### config.mk
export PLATFORM = sky130hd
export DESIGN_NAME = pe_result_collector_flat
export DESIGN_NICKNAME = d
export VERILOG_FILES = /design/src/rtl/pe_result_collector_if.sv /design/src/rtl/pe_result_collector.sv /design/src/flat_wrapper.sv
export SDC_FILE = /design/constraint.sdc
export NUM_CORES = 2
export LEC_CHECK = 0
export ABC_AREA = 1
export ABC_CLOCK_PERIOD_IN_PS = 39200
export BUFFER_PORTS_ARGS = -buffer_cell sky130_fd_sc_hd__buf_2
export CORE_ASPECT_RATIO = 0.7
export CORE_MARGIN = 2
export CORE_UTILIZATION = 50
export DETAILED_ROUTE_END_ITERATION = 16
export GPL_ROUTABILITY_DRIVEN = 0
export PLACE_DENSITY_LB_ADDON = 0.25
export SLEW_MARGIN = 20
export SYNTH_ARGS = -nofsm -noshare
export SYNTH_HDL_FRONTEND = slang
export SYNTH_MEMORY_MAX_BITS = 65536
export SYNTH_SLANG_ARGS = --single-unit
### constraint.sdc
create_clock -name clk -period 39.2 [get_ports clk]
set_input_delay 3.92 -clock clk [delete_from_list [all_inputs] [get_ports clk]]
set_output_delay 3.92 -clock clk [all_outputs]
set_load 0.02 [all_outputs]
### src/rtl/pe_result_collector_if.sv
// Row stream and status bundle between the PE array side and the
// result collector; master drives rows and ready, slave returns the FIFO head.
interface pe_result_collector_if #(
   parameter int COLS  = 8,
   parameter int ACC_W = 32,
   parameter int DEPTH = 16
);
   logic                       data_flow;
   logic                       in_valid;
   logic [COLS*ACC_W-1:0]      in_row;
   logic                       out_valid;
   logic                       out_ready;
   logic [COLS*ACC_W-1:0]      out_data;
   logic                       out_last;
   logic [$clog2(DEPTH+1)-1:0] fill;
   logic [15:0]                tiles_done;
   logic                       overflow;
   logic                       len_err;

   modport master (
      output data_flow, in_valid, in_row, out_ready,
      input  out_valid, out_data, out_last, fill,
      input  tiles_done, overflow, len_err
   );

   modport slave (
      input  data_flow, in_valid, in_row, out_ready,
      output out_valid, out_data, out_last, fill,
      output tiles_done, overflow, len_err
   );
endinterface

### src/rtl/pe_result_collector.sv
// Frames PE result rows into tiles, buffers them in a row FIFO and
// flags drops and short OS tiles, since the array cannot be stalled.
module pe_result_collector #(
   parameter int ROWS     = 8,
   parameter int COLS     = 8,
   parameter int ACC_W    = 32,
   parameter int TILE_LEN = ROWS + COLS,
   parameter int DEPTH    = 16
) (
   input logic                  clk,
   input logic                  rst,
   pe_result_collector_if.slave bus
);
   localparam int RW = COLS * ACC_W;
   localparam int AW = $clog2(DEPTH);
   localparam int PW = AW + 1;
   localparam int CW = $clog2(TILE_LEN);
   localparam logic [CW-1:0] LAST_IDX = CW'(TILE_LEN - 1);

   logic [RW-1:0] r_stage;
   logic          r_stage_v;
   logic          r_mode;
   logic [CW-1:0] r_row_cnt;
   logic [PW-1:0] r_wp;
   logic [PW-1:0] r_rp;
   logic [15:0]   r_tiles;
   logic          r_ovf;
   logic          r_len;
   logic [RW-1:0] r_mem [DEPTH];
   logic          r_mem_last [DEPTH];

   logic w_last;
   logic w_short;
   logic w_empty;
   logic w_full;
   logic w_pop;
   logic w_wr;
   logic w_drop;

   // r_row_cnt is the tile index of the row currently in the stage
   assign w_last  = r_stage_v &&
                    ((!r_mode && r_row_cnt == LAST_IDX) ||
                     !bus.in_valid);
   assign w_short = r_stage_v && !r_mode && !bus.in_valid &&
                    (r_row_cnt != LAST_IDX);
   assign w_empty = (r_wp == r_rp);
   assign w_full  = (r_wp[AW] != r_rp[AW]) &&
                    (r_wp[AW-1:0] == r_rp[AW-1:0]);
   assign w_pop   = !w_empty && bus.out_ready;
   assign w_wr    = r_stage_v && (!w_full || w_pop);
   assign w_drop  = r_stage_v && w_full && !w_pop;

   always_ff @(posedge clk or posedge rst) begin
      if (rst) begin
         r_stage_v <= 1'b0;
         r_mode    <= 1'b0;
         r_row_cnt <= '0;
      end else begin
         r_stage_v <= bus.in_valid;
         if (!bus.in_valid) begin
            r_row_cnt <= '0;
         end else if (!r_stage_v) begin
            r_mode    <= bus.data_flow;
            r_row_cnt <= '0;
         end else if (w_last) begin
            r_row_cnt <= '0;
         end else begin
            r_row_cnt <= r_row_cnt + 1'b1;
         end
      end
   end

   always_ff @(posedge clk) begin
      if (bus.in_valid) r_stage <= bus.in_row;
   end

   always_ff @(posedge clk) begin
      if (w_wr) begin
         r_mem[r_wp[AW-1:0]]      <= r_stage;
         r_mem_last[r_wp[AW-1:0]] <= w_last;
      end
   end

   always_ff @(posedge clk or posedge rst) begin
      if (rst) begin
         r_wp    <= '0;
         r_rp    <= '0;
         r_tiles <= '0;
         r_ovf   <= 1'b0;
         r_len   <= 1'b0;
      end else begin
         if (w_wr)   r_wp    <= r_wp + 1'b1;
         if (w_pop)  r_rp    <= r_rp + 1'b1;
         // a dropped tail row still closes its tile
         if (w_last) r_tiles <= r_tiles + 16'd1;
         if (w_drop) r_ovf   <= 1'b1;
         if (w_short) r_len  <= 1'b1;
      end
   end

   assign bus.out_valid  = !w_empty;
   assign bus.out_data   = r_mem[r_rp[AW-1:0]];
   assign bus.out_last   = !w_empty && r_mem_last[r_rp[AW-1:0]];
   assign bus.fill       = r_wp - r_rp;
   assign bus.tiles_done = r_tiles;
   assign bus.overflow   = r_ovf;
   assign bus.len_err    = r_len;
endmodule

### src/flat_wrapper.sv
// flat-port wrapper written by rule: the top's interface ports become plain ports
module pe_result_collector_flat 
#(
   parameter int ROWS     = 8,
   parameter int COLS     = 8,
   parameter int ACC_W    = 32,
   parameter int TILE_LEN = ROWS + COLS,
   parameter int DEPTH    = 16
)
  (clk, rst, bus_data_flow, bus_in_valid, bus_in_row, bus_out_ready, bus_out_valid, bus_out_data, bus_out_last, bus_fill, bus_tiles_done, bus_overflow, bus_len_err);
  pe_result_collector_if #(.COLS(COLS), .ACC_W(ACC_W), .DEPTH(DEPTH)) bus_i ();
  input logic clk;
  input logic rst;
  input wire logic [$bits(bus_i.data_flow)-1:0] bus_data_flow;
  input wire logic [$bits(bus_i.in_valid)-1:0] bus_in_valid;
  input wire logic [$bits(bus_i.in_row)-1:0] bus_in_row;
  input wire logic [$bits(bus_i.out_ready)-1:0] bus_out_ready;
  output wire logic [$bits(bus_i.out_valid)-1:0] bus_out_valid;
  output wire logic [$bits(bus_i.out_data)-1:0] bus_out_data;
  output wire logic [$bits(bus_i.out_last)-1:0] bus_out_last;
  output wire logic [$bits(bus_i.fill)-1:0] bus_fill;
  output wire logic [$bits(bus_i.tiles_done)-1:0] bus_tiles_done;
  output wire logic [$bits(bus_i.overflow)-1:0] bus_overflow;
  output wire logic [$bits(bus_i.len_err)-1:0] bus_len_err;
  assign bus_i.data_flow = bus_data_flow;
  assign bus_i.in_valid = bus_in_valid;
  assign bus_i.in_row = bus_in_row;
  assign bus_i.out_ready = bus_out_ready;
  assign bus_out_valid = bus_i.out_valid;
  assign bus_out_data = bus_i.out_data;
  assign bus_out_last = bus_i.out_last;
  assign bus_fill = bus_i.fill;
  assign bus_tiles_done = bus_i.tiles_done;
  assign bus_overflow = bus_i.overflow;
  assign bus_len_err = bus_i.len_err;
  pe_result_collector #(.ROWS(ROWS), .COLS(COLS), .ACC_W(ACC_W), .TILE_LEN(TILE_LEN), .DEPTH(DEPTH)) u_core (.clk(clk), .rst(rst), .bus(bus_i));
endmodule
* Word-level counts from Yosys, hierarchy flattened
Memory sizes are Yosys's and may differ from the RTL's. Index checks and enable logic that the tools add are counted.
Word-level totals: bits in registers 290, memory bits (writable) 4112, input bits 261, output and inout port bits 281, logic and storage cells 46, memories 2
Memory list:
- u_core.r_mem | depth 16, bits a word 256, read ports 1, clocked after Yosys merged registers in 0, write ports 1, line pe_result_collector.sv:29 | logic [RW-1:0] r_mem [DEPTH];
- u_core.r_mem_last | depth 16, bits a word 1, read ports 1, clocked after Yosys merged registers in 0, write ports 1, line pe_result_collector.sv:30 | logic r_mem_last [DEPTH];
Operators by class: $add $sub $neg 5, equal/unequal tests 5, multiplexer cells 5, bitwise logic cells 1, reduce and logical (&&, ||, !) cells 19
Operators with widths (number):
- 16-bit by 1-bit adder with 16-bit output, second input constant | 1
- 4-bit 2-to-1 mux | 3
- 1-bit logical AND | 11
- 5-bit by 1-bit adder with 5-bit output, second input constant | 2
- 5-bit == test | 1
- 1-bit logical NOT | 5
- 5-bit subtractor | 1
- 4-bit by 1-bit adder with 4-bit output, second input constant | 1
- 4-bit == test | 1
- 4-bit == test, second input constant | 1
- 4-bit != test, second input constant | 1
- 1-bit logical OR | 2
- 1-bit 2-to-1 mux | 2
- 2-bit AND reduction | 1
- 1-bit != test | 1
- 1-bit NOT | 1

* Longest topological paths before layout
depth after elaboration 7, mapped depth 13, mapped depth without buffers 10

* Worst setup path after synthesis
OpenSTA, ideal clock, no wires.
path kind input port to flip-flop, start input port bus_out_ready, end memory u_core.r_mem[0][0] (netlist name) (enable), library setup time 0.880 ns, data arrival time 15.071 ns, data required time 38.320 ns, setup slack 23.249 ns, stages 6, buffers on the path 0, path through nor2_1 > nand2_1 > nand2_1 > inv_1 > nand2_1 > nor2_1
On the way: longest elaborated chain between the ends 5
Ends and longest elaborated chain:
- from (decl) | line flat_wrapper.sv:17 | input wire logic [$bits(bus_i.out_ready)-1:0] bus_out_ready;
- 1-bit logical AND | line pe_result_collector.sv:49 | assign w_pop = !w_empty && bus.out_ready;
- 1-bit logical OR | line pe_result_collector.sv:50 | assign w_wr = r_stage_v && (!w_full || w_pop);
- 1-bit logical AND | line pe_result_collector.sv:50
- 1-bit 2-to-1 mux | line pe_result_collector.sv:78 | if (w_wr) begin
- 1-bit 2-to-1 mux (not written as such) | line pe_result_collector.sv:79 | r_mem[r_wp[AW-1:0]] <= r_stage;
- to (decl) | line pe_result_collector.sv:29
Every way passes these cells.

* Worst setup path after layout
start register u_core.r_rp[1], end output port bus_out_data[92]
On the way: longest elaborated chain between the ends 1
Ends and longest elaborated chain:
- from (decl) | line pe_result_collector.sv:25 | logic [PW-1:0] r_rp;
- from (signal assigned) | line pe_result_collector.sv:93 | if (w_pop) r_rp <= r_rp + 1'b1;
- memory read 16 x 256 bit
- to (decl) | line flat_wrapper.sv:19 | output wire logic [$bits(bus_i.out_data)-1:0] bus_out_data;
Every way passes these cells.

==> reports/results.tsv <==
stage	metric	value	unit
status	outcome	finished with violations	
status	failed_checks	slew limit	
cells_and_area	layout-drive-gt1-share	0.09676	
grt	track_usage	0.2590	
synth	synth_seq_cells	4402	
synth	synth_edf_count	4368	
cts	cts.sinks	4402	
placed_design	dp_hpwl	222900	µm
sta	setup_viol	0	
route	drc_errors	0	
pwr	p_sw	5.487	mW
pwr	ir_worst_vdd	73.04	µV
placed_design	port_buffers	541	
sta	post-route-period-util	0.2561	
placed_design	dp.cells	17310	
cts	clock_latency	0.93	ns
route	wirelength	460300	µm
floorplanning	die_area	346300	µm²
synth	syn_avg_cell_area	13.23	µm²
worst_setup_path	cp.required	35.28	ns
synth	synth_cells	12900	
cells_and_area	fin_cells	18080	
pwr	clkPwrFrac	0.268	
sta	layout_min_cycle_time	10.04	ns
synth	yosysWarningCount	0	
cells_and_area	fill_cells	26770	
worst_setup_path	cp-start-kind	flip-flop	
floorplanning	die_x	702.5	µm
grt	grt_max_degree	280	
sta	max_freq	99.60	MHz
worst_setup_path	crit_arrival	6.12	ns
worst_setup_path	critPathCaptureType	output pin	
route	viasPerCell	5.880	
worst_setup_path	path_class	reg2out	
pwr	p_int	9.086	mW
grt	grt_pass1_vias	102900	
floorplanning	initial_core_util	0.5026	
sta	hold_viol	0	
worst_setup_path	r2r_slack	32.00	ns
route	num_vias	106300	
pwr	p_leak	63.27	nW
pwr	combPwrFrac	0.330	
route	ant_nets	0	
sta	rsz0062_at_grt	false	
sta	maxSlewViolCount	195	
placed_design	dp_slack	29.57	ns
job	max_cap_viol_count	0	
cts	cts_tree	built	
floorplanning	rows	179	
cells_and_area	fin_nets	13480	
sta	finClkSkew	0.04924	ns
cts	cts_setup_buffers	0	
route	wl_per_cell	25.46	µm
grt	antenna_found_initial	48	
pwr	swShare	0.3765	
placed_design	placed_cell_area	177000	µm²
grt	grt-ovfl-total	0	
cts	h-tree-depth	5	
cts	clock_path_buffers	4	
hold_path	hold_path.class	reg2reg	
cts	numCtsBuffers	414	
cells_and_area	design_area	190200	µm²
pwr	power_density	76.63	nW/µm²
sta	relSlewSlack	-0.2062	
sta	worst_slew_pin_slew	1.809	ns
floorplanning	die_h	492.9	µm
sta	tns	0	ns
route	dr.pass1.iters	6	
cts	cts_resized	0	
synth	ys_types	28	
floorplanning	num_io_pins	542	
synth	synth-seq-area-share	0.7731	
synth	synthFlopType	edfxtp_1	
sta	worst_slack	29.16	ns
cts	clkSlewWorstSetupHoldPaths	0.07	ns
pwr	pwr-share-seq	0.403	
worst_setup_path	worst-path-max-fanout	107	
cells_and_area	syn2layout_area_growth	11.36	%
grt	grt_pass1_wl	671800	µm
cts	holdBufCountCts	0	
floorplanning	core_area	339800	µm²
synth	synth.cell_area	170800	µm²
synth	synthesis.nets	13180	
cts	clockRootBuffer	clkbuf_16	
synth	async_reset_ff_frac	0.007724	
route	drtIter0Drc	13820	
critical path, cell delays in order (launching register included):
cell,delay (ns)
dfrtp_4,0.77
buf_4,0.86
buf_6,0.68
buf_6,0.72
buf_4,0.83
o21ai_0,0.24
o211ai_1,0.22
nand3_1,0.10
nand2_1,0.29
buf_2,0.23
power groups by stage:
stage	logic [mW]	registers, mW	clock network [mW]
2_1_floorplan	3.16	6.05	0
3_3_place_gp	4.71	5.94	0
3_5_place_dp	4.79	5.96	0
4_1_cts	4.82	5.86	3.95
5_1_grt	5.24	5.90	4.12
6_report	4.81	5.87	3.90
sequential cells by signal (all words and copies together), names as in the netlist:
| signal | flops |
|---|---|
| u_core.r_stage_v | 1 |
| u_core.r_mode | 1 |
| u_core.r_stage | 256 |
| u_core.bus.len_err | 1 |
| u_core.r_row_cnt | 4 |
| u_core.bus.tiles_done | 16 |
| u_core.r_rp | 5 |
| u_core.r_wp | 5 |
| u_core.r_mem | 4096 |
| u_core.bus.overflow | 1 |
| u_core.r_mem_last | 16 |
Yosys cell counts (all sizes together) (5+ instances only):
| master | n | area, µm² |
|---|---|---|
| edfxtp | 4368 | 131200 |
| nor2 | 2853 | 10710 |
| o21ai | 2311 | 11570 |
| nand2 | 1113 | 4178 |
| o211ai | 512 | 3844 |
| clkbuf | 489 | 1836 |
| buf | 339 | 2034 |
| inv | 292 | 1099 |
| nand3 | 278 | 1391 |
| o22ai | 256 | 1602 |
| dfrtp | 34 | 850.8 |
| xor2 | 15 | 131.4 |
| ha | 11 | 137.6 |
| xnor2 | 7 | 61.31 |
| clkinv | 6 | 22.52 |
| nor3 | 6 | 30.03 |
| a21oi | 5 | 25.02 |
| nand4 | 5 | 31.28 |
per-stage QoR:
step | total power [mW] | hold slack, ns | utilization
after floorplan | 9.204 | 0.4329 | -
after global placement | 10.65 | 0.4443 | 0.5208
after detailed placement | 10.76 | 0.4545 | 0.5208
after CTS | 14.63 | 0.4718 | 0.5590
after global routing | 15.27 | 0.4999 | 0.5597
final | 14.57 | 0.4687 | 0.5597
metal layers:
metal	track usage	wire (µm)	vias up
met4	0.08740	16150	22
met1	0.3664	188400	53090
li1	-	-	47340
met5	0	144	-
met3	0.03274	38510	808
met2	0.4200	217000	5045
final timing paths:
| kind | startpoint | end | cells past startpoint |
|---|---|---|---|
| min in group asynchronous | rst | u_core.bus.tiles_done[14] | 3 |
| hold / removal | u_core.bus.len_err | u_core.bus.len_err | 1 |
| hold reg to reg | u_core.bus.len_err | u_core.bus.len_err | 1 |
| setup / recovery | u_core.r_rp[1] | bus_out_data[92] | 9 |
| setup reg to reg | u_core.r_rp[0] | u_core.r_mem[1][163] | 12 |
| max in group asynchronous | rst | u_core.r_rp[0] | 3 |
cell families (layout without fill, tap and decap cells):
kind of cell	Yosys count	after routing	share of synthesized area
buf+inv	1126	1761	0.02923
xor+xnor	22	22	0.001128
flops	4402	4402	0.7731
fa+ha+maj	12	12	0.0009232
compound gates	3086	3086	0.09987
other cells	0	14	0
simple gates	4256	4256	0.09573
cell type report:
class | count | area (µm²) | area share
timing repair buffer | 710 | 4419 | 0.02324
multi-input combinational | 7376 | 33880 | 0.1782
clock inverter | 242 | 2098 | 0.01103
antenna | 14 | 35.03 | 0.0001842
clock buffer | 511 | 10870 | 0.05715
sequential | 4402 | 132000 | 0.6943
inverter | 298 | 1170 | 0.006152
tap | 4525 | 5662 | 0.02977
cells in the final DEF (no fill, tap or decap), types with 22 or more instances in the layout:
cell,instances
edfxtp_1,4368
nor2_1,2835
o21ai_0,1570
nand2_1,1113
o21ai_1,741
buf_2,540
o211ai_1,512
clkbuf_16,417
inv_1,289
nand3_1,278
o22ai_1,256
buf_4,131
clkinv_1,97
clkbuf_1,86
clkinv_2,80
dfrtp_1,31
bufinv_16,29
buf_12,22
(Power assumes the default switching activity.)
